<file path="config.mk">
export PLATFORM = sky130hd
export DESIGN_NAME = hdmi_timing_ctrl
export DESIGN_NICKNAME = d
export VERILOG_FILES = /design/src/rtl/hdmi_timing_ctrl.sv
export SDC_FILE = /design/constraint.sdc
export NUM_CORES = 1
export LEC_CHECK = 0
export ABC_CLOCK_PERIOD_IN_PS = 2800
export CORE_MARGIN = 3
export CORE_UTILIZATION = 45
export DETAILED_ROUTE_END_ITERATION = 12
export GPL_TIMING_DRIVEN = 0
export PLACE_DENSITY = 0.76
export SYNTH_ARGS = -nofsm -noshare
export SYNTH_HDL_FRONTEND = slang
export SYNTH_SLANG_ARGS = --single-unit
</file>
<file path="constraint.sdc">
create_clock -name pixclk -period 2.8 [get_ports pixclk]
set_input_delay 0.28 -clock pixclk [delete_from_list [all_inputs] [get_ports pixclk]]
set_output_delay 0.28 -clock pixclk [all_outputs]
set_load 0.005 [all_outputs]
</file>
<file path="src/rtl/hdmi_timing_ctrl.sv">
// Raster timing generator and pixel-stream gate for a 640x480-class HDMI/TMDS output.
// Optional macro HDMI_TIMING_PATTERN_EN replaces black underflow fill with an XY test pattern.
module hdmi_timing_ctrl #(
    parameter int H_ACTIVE = 640,
    parameter int H_FP     = 16,
    parameter int H_SYNC   = 96,
    parameter int H_BP     = 48,
    parameter int V_ACTIVE = 480,
    parameter int V_FP     = 10,
    parameter int V_SYNC   = 2,
    parameter int V_BP     = 33
) (
    input  logic        pixclk,
    input  logic        rst,
    input  logic        enable,
    input  logic        pix_valid,
    input  logic [23:0] pix_data,
    output logic        pix_ready,
    output logic [7:0]  red,
    output logic [7:0]  green,
    output logic [7:0]  blue,
    output logic        DrawArea,
    output logic        hSync,
    output logic        vSync,
    output logic [9:0]  CounterX,
    output logic [9:0]  CounterY,
    output logic        frame_start,
    output logic        streaming,
    output logic [15:0] underflow_cnt
);

    // Both totals must fit the 10-bit counters (<= 1024).
    localparam int H_TOTAL = H_ACTIVE + H_FP + H_SYNC + H_BP;
    localparam int V_TOTAL = V_ACTIVE + V_FP + V_SYNC + V_BP;

    localparam logic [9:0]  H_LAST    = 10'(H_TOTAL - 1);
    localparam logic [9:0]  V_LAST    = 10'(V_TOTAL - 1);
    localparam logic [10:0] H_ACT_END = 11'(H_ACTIVE);
    localparam logic [10:0] V_ACT_END = 11'(V_ACTIVE);
    localparam logic [10:0] HS_BEGIN  = 11'(H_ACTIVE + H_FP);
    localparam logic [10:0] HS_END    = 11'(H_ACTIVE + H_FP + H_SYNC);
    localparam logic [10:0] VS_BEGIN  = 11'(V_ACTIVE + V_FP);
    localparam logic [10:0] VS_END    = 11'(V_ACTIVE + V_FP + V_SYNC);

    typedef enum logic [1:0] {
        ST_IDLE  = 2'd0,
        ST_ARMED = 2'd1,
        ST_RUN   = 2'd2
    } state_t;

    state_t      r_state;
    state_t      w_next_state;
    logic        w_line_end;
    logic        w_frame_end;
    logic        w_active;
    logic        w_hsync;
    logic        w_vsync;
    logic        w_consume;
    logic        w_underflow;
    logic [23:0] w_sub;

    assign w_line_end  = (CounterX == H_LAST);
    assign w_frame_end = w_line_end && (CounterY == V_LAST);
    assign w_active    = ({1'b0, CounterX} < H_ACT_END) && ({1'b0, CounterY} < V_ACT_END);
    assign w_hsync     = ({1'b0, CounterX} >= HS_BEGIN) && ({1'b0, CounterX} < HS_END);
    assign w_vsync     = ({1'b0, CounterY} >= VS_BEGIN) && ({1'b0, CounterY} < VS_END);
    assign pix_ready   = w_active && (r_state == ST_RUN);
    assign w_consume   = pix_ready && pix_valid;
    assign w_underflow = pix_ready && !pix_valid;

`ifdef HDMI_TIMING_PATTERN_EN
    assign w_sub = {CounterX[7:0], CounterY[7:0], 8'hFF};
`else
    assign w_sub = 24'h000000;
`endif

    // Raster counters free-run in every state.
    always_ff @(posedge pixclk or posedge rst) begin
        if (rst) begin
            CounterX <= 10'd0;
            CounterY <= 10'd0;
        end else if (w_line_end) begin
            CounterX <= 10'd0;
            CounterY <= (CounterY == V_LAST) ? 10'd0 : CounterY + 10'd1;
        end else begin
            CounterX <= CounterX + 10'd1;
        end
    end

    // State register.
    always_ff @(posedge pixclk or posedge rst) begin
        if (rst) begin
            r_state <= ST_IDLE;
        end else begin
            r_state <= w_next_state;
        end
    end

    // Next state: RUN is only entered or left on a frame boundary.
    always_comb begin
        w_next_state = r_state;
        case (r_state)
            ST_IDLE: begin
                if (enable) w_next_state = ST_ARMED;
                else        w_next_state = ST_IDLE;
            end
            ST_ARMED: begin
                if (!enable)         w_next_state = ST_IDLE;
                else if (w_frame_end) w_next_state = ST_RUN;
                else                  w_next_state = ST_ARMED;
            end
            ST_RUN: begin
                if (w_frame_end && !enable) w_next_state = ST_IDLE;
                else                        w_next_state = ST_RUN;
            end
            default: w_next_state = ST_IDLE;
        endcase
    end

    // Video outputs, one cycle behind the counter value that produced them.
    always_ff @(posedge pixclk or posedge rst) begin
        if (rst) begin
            {red, green, blue} <= 24'h000000;
            DrawArea           <= 1'b0;
            hSync              <= 1'b0;
            vSync              <= 1'b0;
            frame_start        <= 1'b0;
            streaming          <= 1'b0;
        end else begin
            if (w_consume)     {red, green, blue} <= pix_data;
            else if (w_active) {red, green, blue} <= w_sub;
            else               {red, green, blue} <= 24'h000000;
            DrawArea    <= w_active;
            hSync       <= w_hsync;
            vSync       <= w_vsync;
            frame_start <= (CounterX == 10'd0) && (CounterY == 10'd0);
            streaming   <= (r_state == ST_RUN);
        end
    end

    // Saturating count of active RUN cycles with no pixel available.
    always_ff @(posedge pixclk or posedge rst) begin
        if (rst) begin
            underflow_cnt <= 16'd0;
        end else if (w_underflow && (underflow_cnt != 16'hFFFF)) begin
            underflow_cnt <= underflow_cnt + 16'd1;
        end else begin
            underflow_cnt <= underflow_cnt;
        end
    end

endmodule
</file>
==> flow_summary.ini <==
[critical_path]
reg2regPathDepth = 6
crit_type = flip-flop to output port
cp.required_ps = 2520
timing.rr.start = CounterX[5]$_DFF_PP0_
cpPeakStageDelay_ps = 530
cp_top_family = buffers and inverters
r2r_end = CounterY[9]$_DFFE_PP0N_
cp.arrival_ps = 2300
crit_path_end_kind = output port
crit_path_cell_trace = o21ai_0 -> and3b_1 -> and2_1 -> clkbuf_2 -> clkdlybuf4s50_1
critPathSlowestCell = clkdlybuf4s50_1
r2r_slack_ps = 420
crit_fanout = 10
crit_buf_inv = 2
start_kind = flip-flop

[clocking]
h-tree-depth = 3
ctsResizeCount = 0
holdBufCountCts = 0
cts_tree = built
clock-sinks = 67
root_buffer = clkbuf_8
clk_pin_slew_ps = 70
cts_max_path_buffers = 2
clock_latency_ps = 330
numCtsBuffers = 9
postCtsSetupRepairBufs = 0

[layout]
antenna_cells = 0
area_growth_pct = 46.21
drive_above_1_share_pct = 7.843
most-common-layout-cells = clkdlybuf4s50_1, dfrtp_1, and3_1, nand2_1, xor2_1
final_nets = 386
layout_commonest_cell = clkdlybuf4s50_1

[global_routing]
gr-total-overflow = 0
grt_usage_pct = 18.65
grt_pass1_wl_um = 10610
grt_max_degree = 44
antenna_found_initial = 0
grt_pass1_vias = 2201

[die]
start_util_pct = 46.78
dieWidth_um = 84.92
die_h_um = 84.92
die-area_mm2 = 0.007211
io-pin-count = 94
row_count = 28
core_mm2 = 0.005991

[detailed_routing]
drt_iter0_markers = 94
first_pass_iters = 4
via_per_inst = 5.148
drc = 0
ant_nets = 0
wl_per_cell_um = 14.63
route.vias.total = 2224
routed_wl_um = 6322

[yosys]
post_synth.cell_area_avg_um2 = 11.30
ys_seq_elements = 67
netlist_instances = 248
syn_area_mm2 = 0.002803
yosysUniqueCellTypes = 39
async_flop_share_pct = 100.0
synth_ff_type = dfrtp_1
ys_warn_count = 0
synth_nets = 281
synth_edf_count = 0
yosysSeqAreaShare_pct = 59.82

[placement]
dp_hpwl_um = 4618
dp_slack_ps = 358.5
io_buffers = 93
routabilityCongestion = 0.8331

[pwr]
intPower_w = 0.001640
ir_drop_v = 0.0003670
clkPwrFrac_pct = 49.0
powerDensity_mw_per_mm2 = 494.1
power_frac_comb_pct = 3.2
pwr-share-seq_pct = 47.9
power.leakage_nw = 1.941
p_switching_w = 0.0003844
switching_share_pct = 18.99

[timing]
finalCriticalPeriod_ps = 2585
fin_tns_setup_ps = 0
setup_viol = 0
slew-limit-headroom_pct = 54.73
slew_violations = 0
clock.fmax_mhz = 386.9
setup_ws_ps = 215.4
skew_ps = 6.712
period_share_pct = 92.31
tightest_slew_ps = 670.2
report.final.hold_viol_count = 0
rsz0062_at_grt = false

[min_path]
hold_class = input port to async pin

[flow_run]
cap_violations = 0

[status]
status = completed
## synthesized netlist by cell type (2+ instances only)
cell | number | area, um^2
o21ai_0 | 3 | 15.01
nor4_1 | 5 | 31.28
nand2b_1 | 2 | 12.51
and2_1 | 2 | 12.51
xnor2_1 | 12 | 105.1
o31ai_1 | 2 | 15.01
clkbuf_1 | 7 | 26.28
nand2_1 | 23 | 86.33
and3_1 | 31 | 193.9
xor2_1 | 17 | 148.9
ha_1 | 5 | 62.56
nand4_1 | 5 | 31.28
nand4b_1 | 2 | 17.52
dfrtp_1 | 67 | 1677
nor3_1 | 10 | 50.05
inv_1 | 7 | 26.28
nor2_1 | 14 | 52.55
nand3_1 | 13 | 65.06
## layer usage
metal / wire length [um] / global-route usage (%) / vias up
met5: 0 / 0 / -
met4: 121 / 8.345 / 0
met3: 334 / 3.981 / 10
met2: 3041 / 29.25 / 73
met1: 2824 / 25.05 / 1078
li1: - / - / 1063
## worst max path at each step
stage,startpoint,to,slack (ps),cells after the start
floorplan,CounterX[5]$_DFF_PP0_,CounterY[9]$_DFFE_PP0N_,560,6
global placement,rst,CounterX[2]$_DFF_PP0_,-280,2
detailed placement,CounterX[7]$_DFF_PP0_,pix_ready,360,5
CTS,CounterX[7]$_DFF_PP0_,pix_ready,0.2,5
finish,CounterX[7]$_DFF_PP0_,pix_ready,220,5
global route,CounterX[7]$_DFF_PP0_,pix_ready,20,5
## power by group through the flow
stage | clock network, W | logic [W] | registers, W
after CTS | 0.00101 | 0.0000661 | 0.000969
final | 0.000992 | 0.0000640 | 0.000969
after global placement | 0 | 0.0000615 | 0.000988
after floorplan | 0 | 0.0000175 | 0.000987
after detailed placement | 0 | 0.0000659 | 0.000987
after global routing | 0.00105 | 0.0000710 | 0.000968
## through the flow
| step | cell area [um^2] | hold slack [ps] | power (W) | util (%) | instances |
|---|---|---|---|---|---|
| after floorplan | 2803 | 403.3 | 0.001005 | - | 248 |
| after global placement | 3827 | 472.2 | 0.001049 | 63.89 | 416 |
| after detailed placement | 3847 | 477.5 | 0.001053 | 64.22 | 417 |
| after CTS | 4096 | 316.6 | 0.002041 | 68.38 | 432 |
| after global routing | 4098 | 329.2 | 0.002092 | 68.40 | 432 |
| final | 4098 | 310.1 | 0.002025 | 68.40 | 432 |
## worst register-to-register path: stages, from the launching register on
cell and delay (ps):
dfrtp_1 450, or4b_4 580, or3_1 330, clkbuf_2 180, or4_4 570, nand3_2 100, o21ai_2 50
## registers in the layout, summed over array words and instances, names as in the netlist
signal,count
DrawArea,1
blue,8
hSync,1
CounterX,10
frame_start,1
streaming,1
underflow_cnt,16
CounterY,10
r_state,2
red,8
vSync,1
green,8
## final cells by class
type / instances / area (um^2)
fill: 455 / 1893
sequential: 67 / 1677
multi-input combinational: 166 / 1069
timing repair buffer: 94 / 950.9
clock buffer: 11 / 151.4
clock inverter: 4 / 97.59
tap: 75 / 93.84
buffer: 8 / 32.53
inverter: 7 / 26.28
## logic make-up (layout without fill, tap and decap cells)
| logic type | count (synthesis) | in the layout | share of synthesized area, % |
|---|---|---|---|
| flops | 67 | 67 | 59.82 |
| compound gates | 11 | 11 | 2.812 |
| fa+ha+maj | 5 | 5 | 2.232 |
| simple gates | 121 | 121 | 24.02 |
| xor+xnor | 29 | 29 | 9.062 |
| buf+inv | 15 | 124 | 2.054 |
Note: power is estimated with default switching activity, not from simulation.
